`src/rtl/agendador_tiro_inimigo_if.sv`:
```
// Shot-scheduler bus: game-state inputs in, enemy-shot request out.
// The master side is the scheduler, which issues the request.
interface agendador_tiro_inimigo_if;
  logic        jogo_ativo;
  logic [23:0] enemy_vivos;
  logic        tiro_livre;
  logic [5:0]  ID_enemy_tiro;
  logic        disparo;
  logic [15:0] lfsr_out;

  modport master (
    input  jogo_ativo, enemy_vivos, tiro_livre,
    output ID_enemy_tiro, disparo, lfsr_out
  );
  modport slave (
    output jogo_ativo, enemy_vivos, tiro_livre,
    input  ID_enemy_tiro, disparo, lfsr_out
  );
endinterface

```
`src/rtl/agendador_tiro_inimigo.sv`:
```
// Enemy shot scheduler: a cooldown paces attempts, an LFSR picks a column,
// and the bottom-most live invader in that column fires.
module agendador_tiro_inimigo #(
  parameter int unsigned COOLDOWN  = 50_000_000,
  parameter logic [15:0] LFSR_SEED = 16'hACE1
) (
  input logic                       clk,
  input logic                       reset,
  agendador_tiro_inimigo_if.master  bus
);
  localparam logic [15:0] SEED = (LFSR_SEED == 16'h0000) ? 16'h0001 : LFSR_SEED;
  localparam int CW = (COOLDOWN > 1) ? $clog2(COOLDOWN) : 1;
  localparam logic [CW-1:0] CNT_LOAD = CW'(COOLDOWN - 1);

  typedef enum logic [2:0] {IDLE, WAIT, PICK, SCAN, FIRE} state_t;

  state_t          state, state_n;
  logic [CW-1:0]   cnt, cnt_n;
  logic [2:0]      col, col_n, tries, tries_n;
  logic [4:0]      target, target_n;
  logic [5:0]      id_q, id_n;
  logic            disparo_q, disparo_n;
  logic [15:0]     lfsr;
  logic [2:0][7:0] rows;

  // Row view of the alive mask: rows[2] is the bottom row (indices 16..23).
  assign rows = bus.enemy_vivos;

  assign bus.ID_enemy_tiro = id_q;
  assign bus.disparo       = disparo_q;
  assign bus.lfsr_out      = lfsr;

  // Fibonacci LFSR, taps 16,14,13,11; runs in every state.
  always_ff @(posedge clk or negedge reset) begin
    if (!reset) lfsr <= SEED;
    else        lfsr <= {lfsr[14:0], lfsr[15] ^ lfsr[13] ^ lfsr[12] ^ lfsr[10]};
  end

  always_ff @(posedge clk or negedge reset) begin
    if (!reset) begin
      state     <= IDLE;
      cnt       <= '0;
      col       <= '0;
      tries     <= '0;
      target    <= '0;
      id_q      <= '0;
      disparo_q <= 1'b0;
    end else begin
      state     <= state_n;
      cnt       <= cnt_n;
      col       <= col_n;
      tries     <= tries_n;
      target    <= target_n;
      id_q      <= id_n;
      disparo_q <= disparo_n;
    end
  end

  always_comb begin
    state_n   = state;
    cnt_n     = cnt;
    col_n     = col;
    tries_n   = tries;
    target_n  = target;
    id_n      = id_q;
    disparo_n = 1'b0;
    // Leaving the playing state overrides everything, including a pending shot.
    if (state != IDLE && !bus.jogo_ativo) begin
      state_n = IDLE;
    end else begin
      case (state)
        IDLE: if (bus.jogo_ativo) begin
          state_n = WAIT;
          cnt_n   = CNT_LOAD;
        end
        WAIT: begin
          if (cnt == '0) state_n = PICK;
          else           cnt_n   = cnt - CW'(1);
        end
        PICK: begin
          col_n   = lfsr[2:0];
          tries_n = '0;
          state_n = SCAN;
        end
        SCAN: begin
          if (rows[2][col]) begin
            target_n = {2'b10, col};
            state_n  = FIRE;
          end else if (rows[1][col]) begin
            target_n = {2'b01, col};
            state_n  = FIRE;
          end else if (rows[0][col]) begin
            target_n = {2'b00, col};
            state_n  = FIRE;
          end else begin
            col_n   = col + 3'd1;
            tries_n = tries + 3'd1;
            if (tries == 3'd7) begin
              state_n = WAIT;
              cnt_n   = CNT_LOAD;
            end
          end
        end
        FIRE: begin
          if (!bus.enemy_vivos[target]) begin
            state_n = PICK;
          end else if (bus.tiro_livre) begin
            id_n      = {1'b0, target};
            disparo_n = 1'b1;
            state_n   = WAIT;
            cnt_n     = CNT_LOAD;
          end
        end
        default: state_n = IDLE;
      endcase
    end
  end
endmodule
```
`src/flat_wrapper.sv`:
```
// flat-port wrapper written by rule: the top's interface ports become plain ports
module agendador_tiro_inimigo_flat 
#(
  parameter int unsigned COOLDOWN  = 50_000_000,
  parameter logic [15:0] LFSR_SEED = 16'hACE1
)
  (clk, reset, bus_jogo_ativo, bus_enemy_vivos, bus_tiro_livre, bus_ID_enemy_tiro, bus_disparo, bus_lfsr_out);
  agendador_tiro_inimigo_if bus_i ();
  input logic clk;
  input logic reset;
  input wire logic [$bits(bus_i.jogo_ativo)-1:0] bus_jogo_ativo;
  input wire logic [$bits(bus_i.enemy_vivos)-1:0] bus_enemy_vivos;
  input wire logic [$bits(bus_i.tiro_livre)-1:0] bus_tiro_livre;
  output wire logic [$bits(bus_i.ID_enemy_tiro)-1:0] bus_ID_enemy_tiro;
  output wire logic [$bits(bus_i.disparo)-1:0] bus_disparo;
  output wire logic [$bits(bus_i.lfsr_out)-1:0] bus_lfsr_out;
  assign bus_i.jogo_ativo = bus_jogo_ativo;
  assign bus_i.enemy_vivos = bus_enemy_vivos;
  assign bus_i.tiro_livre = bus_tiro_livre;
  assign bus_ID_enemy_tiro = bus_i.ID_enemy_tiro;
  assign bus_disparo = bus_i.disparo;
  assign bus_lfsr_out = bus_i.lfsr_out;
  agendador_tiro_inimigo #(.COOLDOWN(COOLDOWN), .LFSR_SEED(LFSR_SEED)) u_core (.clk(clk), .reset(reset), .bus(bus_i));
endmodule
```
`config.mk`:
```
export PLATFORM = sky130hd
export DESIGN_NAME = agendador_tiro_inimigo_flat
export DESIGN_NICKNAME = d
export VERILOG_FILES = /design/src/rtl/agendador_tiro_inimigo_if.sv /design/src/rtl/agendador_tiro_inimigo.sv /design/src/flat_wrapper.sv
export SDC_FILE = /design/constraint.sdc
export NUM_CORES = 1
export LEC_CHECK = 0
export BUFFER_PORTS_ARGS = -buffer_cell sky130_fd_sc_hd__buf_4
export CAP_MARGIN = 0
export CORE_ASPECT_RATIO = 2
export CORE_MARGIN = 1.5
export CORE_UTILIZATION = 50
export DETAILED_ROUTE_END_ITERATION = 12
export PLACE_DENSITY = 0.82
export SETUP_SLACK_MARGIN = 0.3
export SLEW_MARGIN = 10
export SYNTH_ARGS = -nofsm -noshare
export SYNTH_HDL_FRONTEND = slang
export SYNTH_SLANG_ARGS = --single-unit
export TNS_END_PERCENT = 50
```
`constraint.sdc`:
```
create_clock -name clk -period 2.4 [get_ports clk]
set_input_delay 0.48 -clock clk [delete_from_list [all_inputs] [get_ports clk]]
set_output_delay 0.48 -clock clk [all_outputs]
set_load 0.02 [all_outputs]
```
==> key figures <==
Global routing
  • Pin count of the biggest net entering global routing: 63
  • Gr ovfl total: 0
  • GRT Util Overall: 0.3086
  • Number of global-route vias before repair: about 3600
  • Initial antenna violation count: 0
  • First-pass GRT wire length: between 15000 and 20000 um

Placed design
  • PortBufs: 49
  • Post-Place Cells: 500
  • Placed wire-length estimate: around 7500 um
  • Final Wtd Congestion: ~0.93
  • Pre-CTS WS: -0.01869 ns

Worst setup path
  • Slowest cell on crit path: or4_4
  • Critical Path AT: ~2.7 ns
  • CP Launch Type: flip-flop
  • Crit Path Category: reg -> reg
  • CP Capture Type: flip-flop
  • Largest stage delay, worst path: approximately 0.56 ns
  • CP max FO: 5
  • Req. time, crit path: around 2.7 ns
  • Critical-path cell list: inv_1 -> ha_2 -> or4b_4 -> or4_4 -> or3_4 -> o21ai_2 -> a22o_1

Timing
  • Relative slew slack: 0.4742
  • Crit share post-route: 0.9980
  • Final Hold Viols: 0
  • Fmax: approximately 420 MHz
  • Worst slew pin tran: between 0.7 and 0.8 ns
  • Setup ws final: around 0.0047 ns
  • Final setup skew: between 0.005 and 0.006 ns
  • Setup violators final: 0
  • RSZ-0062 raised after global routing: true
  • Final Max Slew Viols: 0
  • Final critical-path required period: 2.395 ns

Finish
  • Diodes inserted: 0
  • Filler cells: between 400 and 500
  • Layout cells sized above 1: 0.4674
  • Area delta synth->final: 43.65%
  • Area of the multi-input gates: ~2100 um^2
  • Reg area: between 1500 and 2000 um^2
  • Non-filler cells, final: 550
  • Commonest cells after routing, fill and taps aside: buf_4, dfrtp_1, nor2_1, nand2_1, o21ai_1
  • Nets: between 400 and 500
  • Commonest non-fill, non-tap cell in the layout: buf_4

Drt
  • Initial DRC count: 302
  • Via Count: about 3500
  • DRT antenna net count: 0
  • DRT Pass-1 Iters: 8
  • Final WL: about 12000 um
  • Drt via density: roughly 6.4
  • # DRC: 0
  • Wire per inst: 21.79 um

Clocking
  • Clock root buffer: clkbuf_16
  • CTS sink count: just over 60
  • CTS Buf Count: 9
  • Clk slew on worst S/H paths: around 0.06 ns
  • Skew-Pair Late Insertion Delay: 0.34 ns
  • CTS tree: built
  • Max Root-Sink Buffers: 2
  • H-tree depth: 3
  • Post-CTS Hold Buffers: 0

Floorplan
  • Die W: between 60 and 70 um
  • Effective utilization at floorplan: 0.5133
  • Die Span Y: between 100 and 150 um
  • Rows: 43
  • Die area: 7613 um^2
  • Core ar.: between 6000 and 7000 um^2
  • Num ports: 51

Pwr
  • Total power: around 0.0033 W
  • PD cells: between 600 and 700 nW/um^2
  • Leak Pwr: approximately 2.2 nW
  • Peak VDD IR: about 0.67 mV

Yosys
  • Async S/R FF share, synth: 1.000
  • Largest family of logic cells by synthesized area: compound AO/OA/AOI/OAI gates
  • Synth area leaders: dfrtp_1, dfstp_2, mux4_2
  • Synth Area per Inst: between 10 and 15 um^2
  • Register area share after synthesis: 0.4418
  • Post-Syn Nets: 363
  • Post-synthesis adder-cell area fraction: 0.01416
  • XOR/XNOR Fraction of Synth Area: 0.007434
  • Simple-gate share of the synthesized area: 0.1809
  • Synth Area in Compound Gates: 0.1855
  • Library cells used by synthesis: 64
  • Area fraction of the dominant cell type after synthesis: 0.3823
  • Multiplexer area fraction after synthesis: 0.1363
  • Synth Instances: 331
  • Post-Synthesis Cell Area: about 3500 um^2
  • Post-synth EDFFs: 0
  • Largest area contributor in the netlist: dfrtp_1
  • Main synth FF type: dfrtp_1
  • #FFs+latches synth: 62
  • YS warnings: 0

Hold path
  • Worst Hold Class: in -> async

Flow run
  • Max cap viols: 0

Status
  • Status: finished clean
==> routing by layer <==
layer / track usage / routed length (um)
met1: 0.2900 / 3812
met4: 0.2597 / 1052
met2: 0.5558 / 6470
met5: 0 / 0
met3: 0.07018 / 649
==> registers in the layout, summed over array words and instances, names as in the netlist <==
| signal | flops |
|---|---|
| u_core.tries | 3 |
| u_core.bus.disparo | 1 |
| u_core.state | 3 |
| u_core.bus.ID_enemy_tiro | 5 |
| u_core.col | 3 |
| u_core.bus.lfsr_out | 16 |
| u_core.cnt | 26 |
| u_core.target | 5 |
==> power breakdown <==
group          internal (W)  leakage [nW]  switching, W
logic              0.000375          1.31      0.000419
clock network      0.000719         0.139      0.000527
registers           0.00114         0.741      0.000116
==> kinds of logic (layout without fill, tap and decap cells) <==
family,Yosys count,after routing
AO/OA/AOI/OAI,96,97
other,1,1
buffers and inverters,20,148
XOR/XNOR,3,3
multiplexers,34,34
adder cells (fa/ha/maj),4,4
AND/OR/NAND/NOR,111,111
flip-flops,62,62
==> synthesized netlist by cell type, types with 5 or more instances <==
cell type and n:
a21o_1 5, a21oi_1 16, a22o_1 11, a31oi_1 5, clkbuf_1 6, dfrtp_1 54, dfstp_2 8, mux2_1 5
mux2_2 8, mux2i_1 9, mux4_2 8, nand2_1 19, nand2b_1 5, nand3_1 12, nor2_1 23, nor3_1 13
o21ai_0 13, o21ai_1 12, o31ai_1 6, or3_1 10
==> critical path: cells and delay by family (launching register included) <==
family / cells / cell delay [ns]
compound gates: 2 / 0.28
fa+ha+maj: 1 / 0.17
buf+inv: 1 / 0.06
flops: 1 / 0.37
simple gates: 3 / 1.44
==> metrics by stage <==
stage                     hold WS [ns]    util  TNS [ns]  area [um^2]
final                           0.2130  0.7373         0         5077
after global routing            0.2804  0.7373   -0.2547         5077
after CTS                       0.2539  0.6997         0         4818
after detailed placement        0.3573  0.6266  -0.04646         4315
after global placement          0.3604  0.6266         0         4315
after floorplan                 0.1844       -         0         3608
==> final timing paths <==
path,from,slack [ns],cells after the start,end
max,u_core.cnt[1],0.005,7,u_core.cnt[16]
min in group clk,u_core.bus.lfsr_out[6],0.37,0,u_core.bus.lfsr_out[7]
max reg2reg,u_core.cnt[1],0.005,7,u_core.cnt[16]
min,reset,0.21,1,u_core.cnt[19]
min reg2reg,u_core.bus.lfsr_out[6],0.37,0,u_core.bus.lfsr_out[7]
max in group asynchronous,reset,1.59,1,u_core.target[0]
==> area by class of cell <==
cell class / count / share of cell area
clock inverter: 7 / 0.01232
sequential: 62 / 0.3088
timing repair buffer: 127 / 0.1920
clock buffer: 9 / 0.04436
inverter: 5 / 0.003696
multi-input combinational: 250 / 0.4167
tap: 90 / 0.02218
==> timing repair <==
| action | in CTS | in global routing |
|---|---|---|
| endpoints found under the setup margin | 45 | 43 |
| pin swaps | 12 | 20 |
| buffers inserted | 15 | 17 |
| gates cloned | 1 | 1 |
| gates resized for setup | 29 | 22 |
Power figures use the tool's default switching activity.
